--- src/rtl/mem_wb_if.sv ---
// MEM -> WB pipeline bundle: MEM-stage fields in, registered write-back fields out.
// The master side drives the MEM fields; the WB stage is the slave.
interface mem_wb_if;
  logic        Mem_Valid;
  logic [31:0] Mem_Alu_R;
  logic [31:0] Dout;
  logic [4:0]  Mem_Rn;
  logic        Mem_Wreg;
  logic        Mem_M2reg;

  logic        Wb_Valid;
  logic [4:0]  Wb_Rn;
  logic        Wb_Wreg;
  logic [31:0] Wb_Data;

  modport master (
    output Mem_Valid, Mem_Alu_R, Dout, Mem_Rn, Mem_Wreg, Mem_M2reg,
    input  Wb_Valid, Wb_Rn, Wb_Wreg, Wb_Data
  );

  modport slave (
    input  Mem_Valid, Mem_Alu_R, Dout, Mem_Rn, Mem_Wreg, Mem_M2reg,
    output Wb_Valid, Wb_Rn, Wb_Wreg, Wb_Data
  );
endinterface

--- src/rtl/mem_wb_stage.sv ---
// MEM/WB pipeline register with write-back mux, r0 suppression and retired counter.
// Optional EX-stage forwarding outputs are enabled by defining MEMWB_FWD_EN.
module mem_wb_stage #(
  parameter int unsigned CNT_W = 32
) (
  input  logic             clk,
  input  logic             clr,
  input  logic             stall,
  input  logic             flush,
  mem_wb_if.slave          bus,
  output logic [CNT_W-1:0] Retired
`ifdef MEMWB_FWD_EN
  ,
  output logic             Fwd_Valid,
  output logic [4:0]       Fwd_Rn,
  output logic [31:0]      Fwd_Data
`endif
);

  logic             valid_q, valid_d;
  logic [31:0]      alu_q, alu_d;
  logic [31:0]      dout_q, dout_d;
  logic [4:0]       rn_q, rn_d;
  logic             wreg_q, wreg_d;
  logic             m2reg_q, m2reg_d;
  logic [CNT_W-1:0] retired_q, retired_d;
  logic             wr_qual;

  // Priority: clr > flush > stall > capture. Flush also freezes the counter.
  always_comb begin
    valid_d   = valid_q;
    alu_d     = alu_q;
    dout_d    = dout_q;
    rn_d      = rn_q;
    wreg_d    = wreg_q;
    m2reg_d   = m2reg_q;
    retired_d = retired_q;
    if (clr) begin
      valid_d   = 1'b0;
      alu_d     = 32'd0;
      dout_d    = 32'd0;
      rn_d      = 5'd0;
      wreg_d    = 1'b0;
      m2reg_d   = 1'b0;
      retired_d = '0;
    end else if (flush) begin
      valid_d = 1'b0;
      alu_d   = 32'd0;
      dout_d  = 32'd0;
      rn_d    = 5'd0;
      wreg_d  = 1'b0;
      m2reg_d = 1'b0;
    end else if (!stall) begin
      valid_d   = bus.Mem_Valid;
      alu_d     = bus.Mem_Alu_R;
      dout_d    = bus.Dout;
      rn_d      = bus.Mem_Rn;
      wreg_d    = bus.Mem_Wreg;
      m2reg_d   = bus.Mem_M2reg;
      retired_d = retired_q + {{(CNT_W-1){1'b0}}, valid_q};
    end
  end

  always_ff @(posedge clk) begin
    valid_q   <= valid_d;
    alu_q     <= alu_d;
    dout_q    <= dout_d;
    rn_q      <= rn_d;
    wreg_q    <= wreg_d;
    m2reg_q   <= m2reg_d;
    retired_q <= retired_d;
  end

  // Architectural write intent, independent of stall.
  assign wr_qual = valid_q & wreg_q & (rn_q != 5'd0);

  assign bus.Wb_Valid = valid_q;
  assign bus.Wb_Rn    = rn_q;
  assign bus.Wb_Data  = m2reg_q ? dout_q : alu_q;
  // Held instructions write only on their final, non-stalled cycle.
  assign bus.Wb_Wreg  = wr_qual & ~stall;
  assign Retired      = retired_q;

`ifdef MEMWB_FWD_EN
  assign Fwd_Valid = wr_qual;
  assign Fwd_Rn    = rn_q;
  assign Fwd_Data  = bus.Wb_Data;
`endif

endmodule
--- src/flat_wrapper.sv ---
// flat-port wrapper written by rule: the top's interface ports become plain ports
module mem_wb_stage_flat 
#(
  parameter int unsigned CNT_W = 32
)
  (clk, clr, stall, flush, Retired, bus_Mem_Valid, bus_Mem_Alu_R, bus_Dout, bus_Mem_Rn, bus_Mem_Wreg, bus_Mem_M2reg, bus_Wb_Valid, bus_Wb_Rn, bus_Wb_Wreg, bus_Wb_Data);
  mem_wb_if bus_i ();
  input  logic clk;
  input  logic clr;
  input  logic stall;
  input  logic flush;
  output logic [CNT_W-1:0] Retired;
  input wire logic [$bits(bus_i.Mem_Valid)-1:0] bus_Mem_Valid;
  input wire logic [$bits(bus_i.Mem_Alu_R)-1:0] bus_Mem_Alu_R;
  input wire logic [$bits(bus_i.Dout)-1:0] bus_Dout;
  input wire logic [$bits(bus_i.Mem_Rn)-1:0] bus_Mem_Rn;
  input wire logic [$bits(bus_i.Mem_Wreg)-1:0] bus_Mem_Wreg;
  input wire logic [$bits(bus_i.Mem_M2reg)-1:0] bus_Mem_M2reg;
  output wire logic [$bits(bus_i.Wb_Valid)-1:0] bus_Wb_Valid;
  output wire logic [$bits(bus_i.Wb_Rn)-1:0] bus_Wb_Rn;
  output wire logic [$bits(bus_i.Wb_Wreg)-1:0] bus_Wb_Wreg;
  output wire logic [$bits(bus_i.Wb_Data)-1:0] bus_Wb_Data;
  assign bus_i.Mem_Valid = bus_Mem_Valid;
  assign bus_i.Mem_Alu_R = bus_Mem_Alu_R;
  assign bus_i.Dout = bus_Dout;
  assign bus_i.Mem_Rn = bus_Mem_Rn;
  assign bus_i.Mem_Wreg = bus_Mem_Wreg;
  assign bus_i.Mem_M2reg = bus_Mem_M2reg;
  assign bus_Wb_Valid = bus_i.Wb_Valid;
  assign bus_Wb_Rn = bus_i.Wb_Rn;
  assign bus_Wb_Wreg = bus_i.Wb_Wreg;
  assign bus_Wb_Data = bus_i.Wb_Data;
  mem_wb_stage #(.CNT_W(CNT_W)) u_core (.clk(clk), .clr(clr), .stall(stall), .flush(flush), .bus(bus_i), .Retired(Retired));
endmodule
--- config.mk ---
export PLATFORM = sky130hd
export DESIGN_NAME = mem_wb_stage_flat
export DESIGN_NICKNAME = d
export VERILOG_FILES = /design/src/rtl/mem_wb_if.sv /design/src/rtl/mem_wb_stage.sv /design/src/flat_wrapper.sv
export SDC_FILE = /design/constraint.sdc
export NUM_CORES = 1
export LEC_CHECK = 0
export ABC_AREA = 1
export CORE_AREA = 5 5 112 114
export DETAILED_ROUTE_END_ITERATION = 10
export DIE_AREA = 0 0 117 119
export HOLD_SLACK_MARGIN = 0.1
export PLACE_DENSITY = 0.76
export SLEW_MARGIN = 0
export SYNTH_ARGS = -nofsm -noshare
export SYNTH_HDL_FRONTEND = slang
export SYNTH_SLANG_ARGS = --single-unit
--- constraint.sdc ---
create_clock -name clk -period 1.55 [get_ports clk]
set_input_delay 0.31 -clock clk [delete_from_list [all_inputs] [get_ports clk]]
set_output_delay 0.31 -clock clk [all_outputs]
set_load 0.05 [all_outputs]
**After elaboration in Yosys (flattened, before gate mapping)**

Index checks and enable logic that the tools add are counted.
W data, S select, Z words.

- Bits in registers: 104
- Input bits: 76
- Output and inout port bits: 71
- Word-level logic and storage cells: 17

- Add/subtract/negate cells: 1
- Mux-type cells: 1
- Bitwise logic cells: 5
- Reduce and logical (&&, ||, !) cells: 3

Operators by type and width:

| operator | count |
|---|---|
| $add A32 B1 Y32 | 1 |
| $mux W32 | 1 |
| $reduce_bool A5 Y1 | 1 |
| $and A1 B1 Y1 | 3 |
| $not A1 Y1 | 2 |
| $reduce_and A2 Y1 | 1 |
| $reduce_or A2 Y1 | 1 |

**Longest topological paths before layout**

- Depth after elaboration: 3
- Mapped depth: 10
- Depth with buffers taken out: 10

**Worst setup path after synthesis**

OpenSTA, ideal clock, no wires.

- Kind: register to output
- Start: reg u_core.m2reg_q
- End: out bus_Wb_Data[23]
- Arrival: 1758 ps
- Data required time: 1240 ps
- Setup slack: -518 ps
- Cell stages (with the launch flop): 4
- Buffers on the path: 2
- Cells stage by stage: dfxtp_1 > clkbuf_1 > clkbuf_1 > o21ai_0

- Cells in the longest elaborated chain, start to end: 1

RTL lines:

| what | RTL line | text |
|---|---|---|
| from (decl) | mem_wb_stage.sv:25 | `logic m2reg_q, m2reg_d;` |
| from (signal assigned) | mem_wb_stage.sv:70 | `m2reg_q <= m2reg_d;` |
| $mux W32 | mem_wb_stage.sv:79 | `assign bus.Wb_Data = m2reg_q ? dout_q : alu_q;` |
| to (decl) | flat_wrapper.sv:22 | `output wire logic [$bits(bus_i.Wb_Data)-1:0] bus_Wb_Data;` |

No other way between the ends.

**Worst setup path after layout**

- Start: reg u_core.m2reg_q
- End: out bus_Wb_Data[8]

Same word-level chain as after synthesis.

==> key figures <==
Floorplanning
  – Site Rows: 39
  – Die area: 13900 um^2
  – IO Count: 147
  – Die Span Y: 119 um
  – Die width: 117 um
  – Core ar.: 11300 um^2
  – Starting density of the core: 41.7%

Power and ir drop
  – Sw Ratio: 25.9%
  – Clock Power Share: 36.5%
  – Reg power frac: 46.7%
  – PwrDens: 742 nW/um^2
  – Peak VDD IR: 485 uV
  – Power share of the combinational group: 16.7%
  – Pleak: 3.02 nW
  – Switch Pwr: 1.54 mW
  – Internal power: 4.40 mW

Run
  – Max-cap violation count: 0

Synth
  – Cell area after synthesis: 4720 um^2
  – Simple-gate share of the synthesized area: 29.2%
  – Sequential share of the synthesized area: 44.1%
  – Gate Count Post-Synth: 665
  – Number of synthesized flops with an enable pin: 0
  – Post-synthesis adder-cell area fraction: 0.796%
  – Syn_nets: 744
  – Post-synthesis mux area share: 0%
  – Syn Area/Cell: 7.10 um^2
  – Distinct cells, synth: 28
  – Largest family of logic cells by synthesized area: simple AND/OR/NAND/NOR gates
  – Ys async rst share: 0%
  – Post-synthesis xor/xnor area fraction: 0.371%
  – YS warnings: 0
  – Register bit total from synthesis: 104
  – Synth Flop Type: dfxtp_1
  – Synth Area in Compound Gates: 16.2%

Setup path
  – CP max stage cell: dfxtp_4
  – Startpoint Class: flip-flop
  – Critical path's top delay family: flip-flops
  – Crit-path max cell delay: 0.41 ns
  – Worst Path Required: 1.24 ns
  – WP data arrival: 1.32 ns
  – R2R depth: 10
  – CP Depth: 3
  – Crit. End Element: output pin
  – CP Cell Sequence: clkbuf_16, o21ai_2, buf_12
  – CP Buf/Inv Count: 2
  – CP max FO: 13
  – Kind of critical path: reg2out

STA
  – Unrepaired setup endpoints after global routing: true
  – Max Clock Skew: 0.00691 ns
  – Slew HR: 69.6%
  – Final hold vios: 0
  – Max Transition Viols Final: 0
  – Setup ws final: -0.0837 ns
  – Least-Margin Pin Slew: 0.455 ns
  – Fin crit share: 105%
  – Max Clk Rate: 612 MHz
  – Fin crit period: 1.63 ns
  – Setup Viol. Count Final: 32
  – Min Hold Slack: 0.325 ns

Clock network
  – CTS tree: yes
  – Worst skew pair latency: 0.34 ns
  – Clock transition at path regs: 0.07 ns
  – Largest buffer count on any clock path: 2
  – Root buffer cell: clkbuf_16
  – Hold-fix buffers at CTS: 0
  – CTS sink cnt: 104
  – Number of CTS-inserted buffers: 9
  – Number of H-tree levels: 3

Final layout
  – Filler cell count: 877
  – Area growth, synth to finish: 69.7%
  – Commonest non-fill, non-tap cells in the layout: nand2_1 (163), dfxtp_1 (86), nor2_1 (79)
  – Commonest non-fill, non-tap cell in the layout: nand2_1
  – Fin util: 70.7%
  – Nets: 911
  – Layout cells sized above 1: 26.9%

Global routing
  – Global route overflow: 0
  – Vias in the first global route: 4835
  – Global Route Usage Sum: 20.6%
  – Largest net degree at the start of global routing: 105
  – First-pass GRT wire length: 23100 um
  – Initial antenna violation count: 1

Detailed routing
  – DR vias: 5025
  – DRT Pass-1 Iters: 5
  – Antenna Nets Post-Route: 0
  – DRT Wirelength: 15300 um
  – Wire per inst: 15.6 um
  – Vias/cell: 5.12
  – # DRC: 0
  – DR iter-0 viols: 402

Outcome
  – Failing checks: setup timing
  – Outcome: complete, but fails checks

Placement
  – Post-place setup slack: -0.241 ns
  – IO Port Bufs: 146
  – GP Congestion: 0.885
  – HPWL after DPL: 10700 um

Worst hold path
  – Hold Path Class: in2reg
  – WHS Path Cells: 4
-- kinds of logic after synthesis --
group	Yosys count
flops	104
buf+inv	108
compound gates	136
fa+ha+maj	3
xor+xnor	2
simple gates	312
-- what timing repair did --
action,CTS,global route
endpoints found under the setup margin,37,43
pin swaps,4,14
buffers inserted,2,9
resized for setup,13,60
cloned,0,3
-- flip-flops by register name, summed over array words and instances, names as in the netlist --
register and flops:
u_core.Retired 32, u_core.alu_q 32, u_core.dout_q 32, u_core.bus.Wb_Rn 5, u_core.bus.Wb_Valid 1, u_core.m2reg_q 1, u_core.wreg_q 1
-- path summary, 6_finish.rpt --
kind,start,to,slack (ns)
worst max register to register,u_core.bus.Wb_Valid$_SDFFE_PP0N_,u_core.Retired[30]$_SDFFE_PP0P_,0
worst min-delay path,stall,u_core.dout_q[10]$_SDFFE_PP0N_,0.32
worst min register to register,u_core.dout_q[8]$_SDFFE_PP0N_,u_core.dout_q[8]$_SDFFE_PP0N_,0.47
worst max-delay path,u_core.m2reg_q$_SDFFE_PP0N_,bus_Wb_Data[8],-0.08
-- synth_stat cells (2+ instances only) --
master	number	share of area [%]
nand3_1	22	2.3
clkinv_1	2	0.16
nor2_1	84	6.7
nand3_4	2	0.74
nor3_1	5	0.53
nor2_2	3	0.40
dfxtp_1	104	44
nand2_1	169	13
buf_1	2	0.16
nand3_2	2	0.42
a21oi_1	56	5.9
inv_1	73	5.8
nand2_2	5	0.66
nor2_4	10	2.4
ha_1	3	0.80
a211oi_1	32	5.1
o21ai_0	47	5.0
buf_2	11	1.2
clkbuf_1	17	1.4
nand4_1	8	1.1
-- stage by stage --
stage,std cells,instance area [um^2],TNS (ns),power [mW]
2_1_floorplan,665,4810,-3.83,3.26
3_3_place_gp,950,7290,-3.83,3.75
3_5_place_dp,950,7290,-5.50,3.77
4_1_cts,968,7630,-2.62,5.95
5_1_grt,981,8010,-3.78,6.17
6_report,981,8010,-2.08,5.94
-- cell type report --
cell class | instances | area, um^2 | share of cell area [%]
Inverter | 76 | 295 | 3.69
Clock buffer | 12 | 256 | 3.20
Sequential cell | 104 | 2120 | 26.4
Timing Repair Buffer | 188 | 2590 | 32.4
Tap cell | 143 | 179 | 2.24
Clock inverter | 4 | 28.8 | 0.359
Multi-Input combinational cell | 453 | 2530 | 31.6
Antenna cell | 1 | 2.50 | 0.0313
-- routing by layer --
layer  global-route usage, %  share of wire [%]  vias to the layer above
met5                       0                  0                        -
met4                    9.32                3.1                        0
met3                    3.65                5.3                       34
met2                    34.0                 49                      177
met1                    25.9                 43                     2341
li1                        -                  -                     2473
-- power by group through the flow --
stage	sequential, mW	clock (mW)	combinational [mW]
2_1_floorplan	2.86	0	0.399
3_3_place_gp	2.84	0	0.916
3_5_place_dp	2.84	0	0.931
4_1_cts	2.78	2.23	0.945
5_1_grt	2.78	2.33	1.05
6_report	2.78	2.17	0.995
-- worst register-to-register path, delay by kind of cell, from the launching register on --
family        cells  cell delay, ns
simple gates      6            0.71
flops             1            0.37
fa+ha+maj         2            0.32
buf+inv           2            0.08
(Power assumes the default switching activity.)
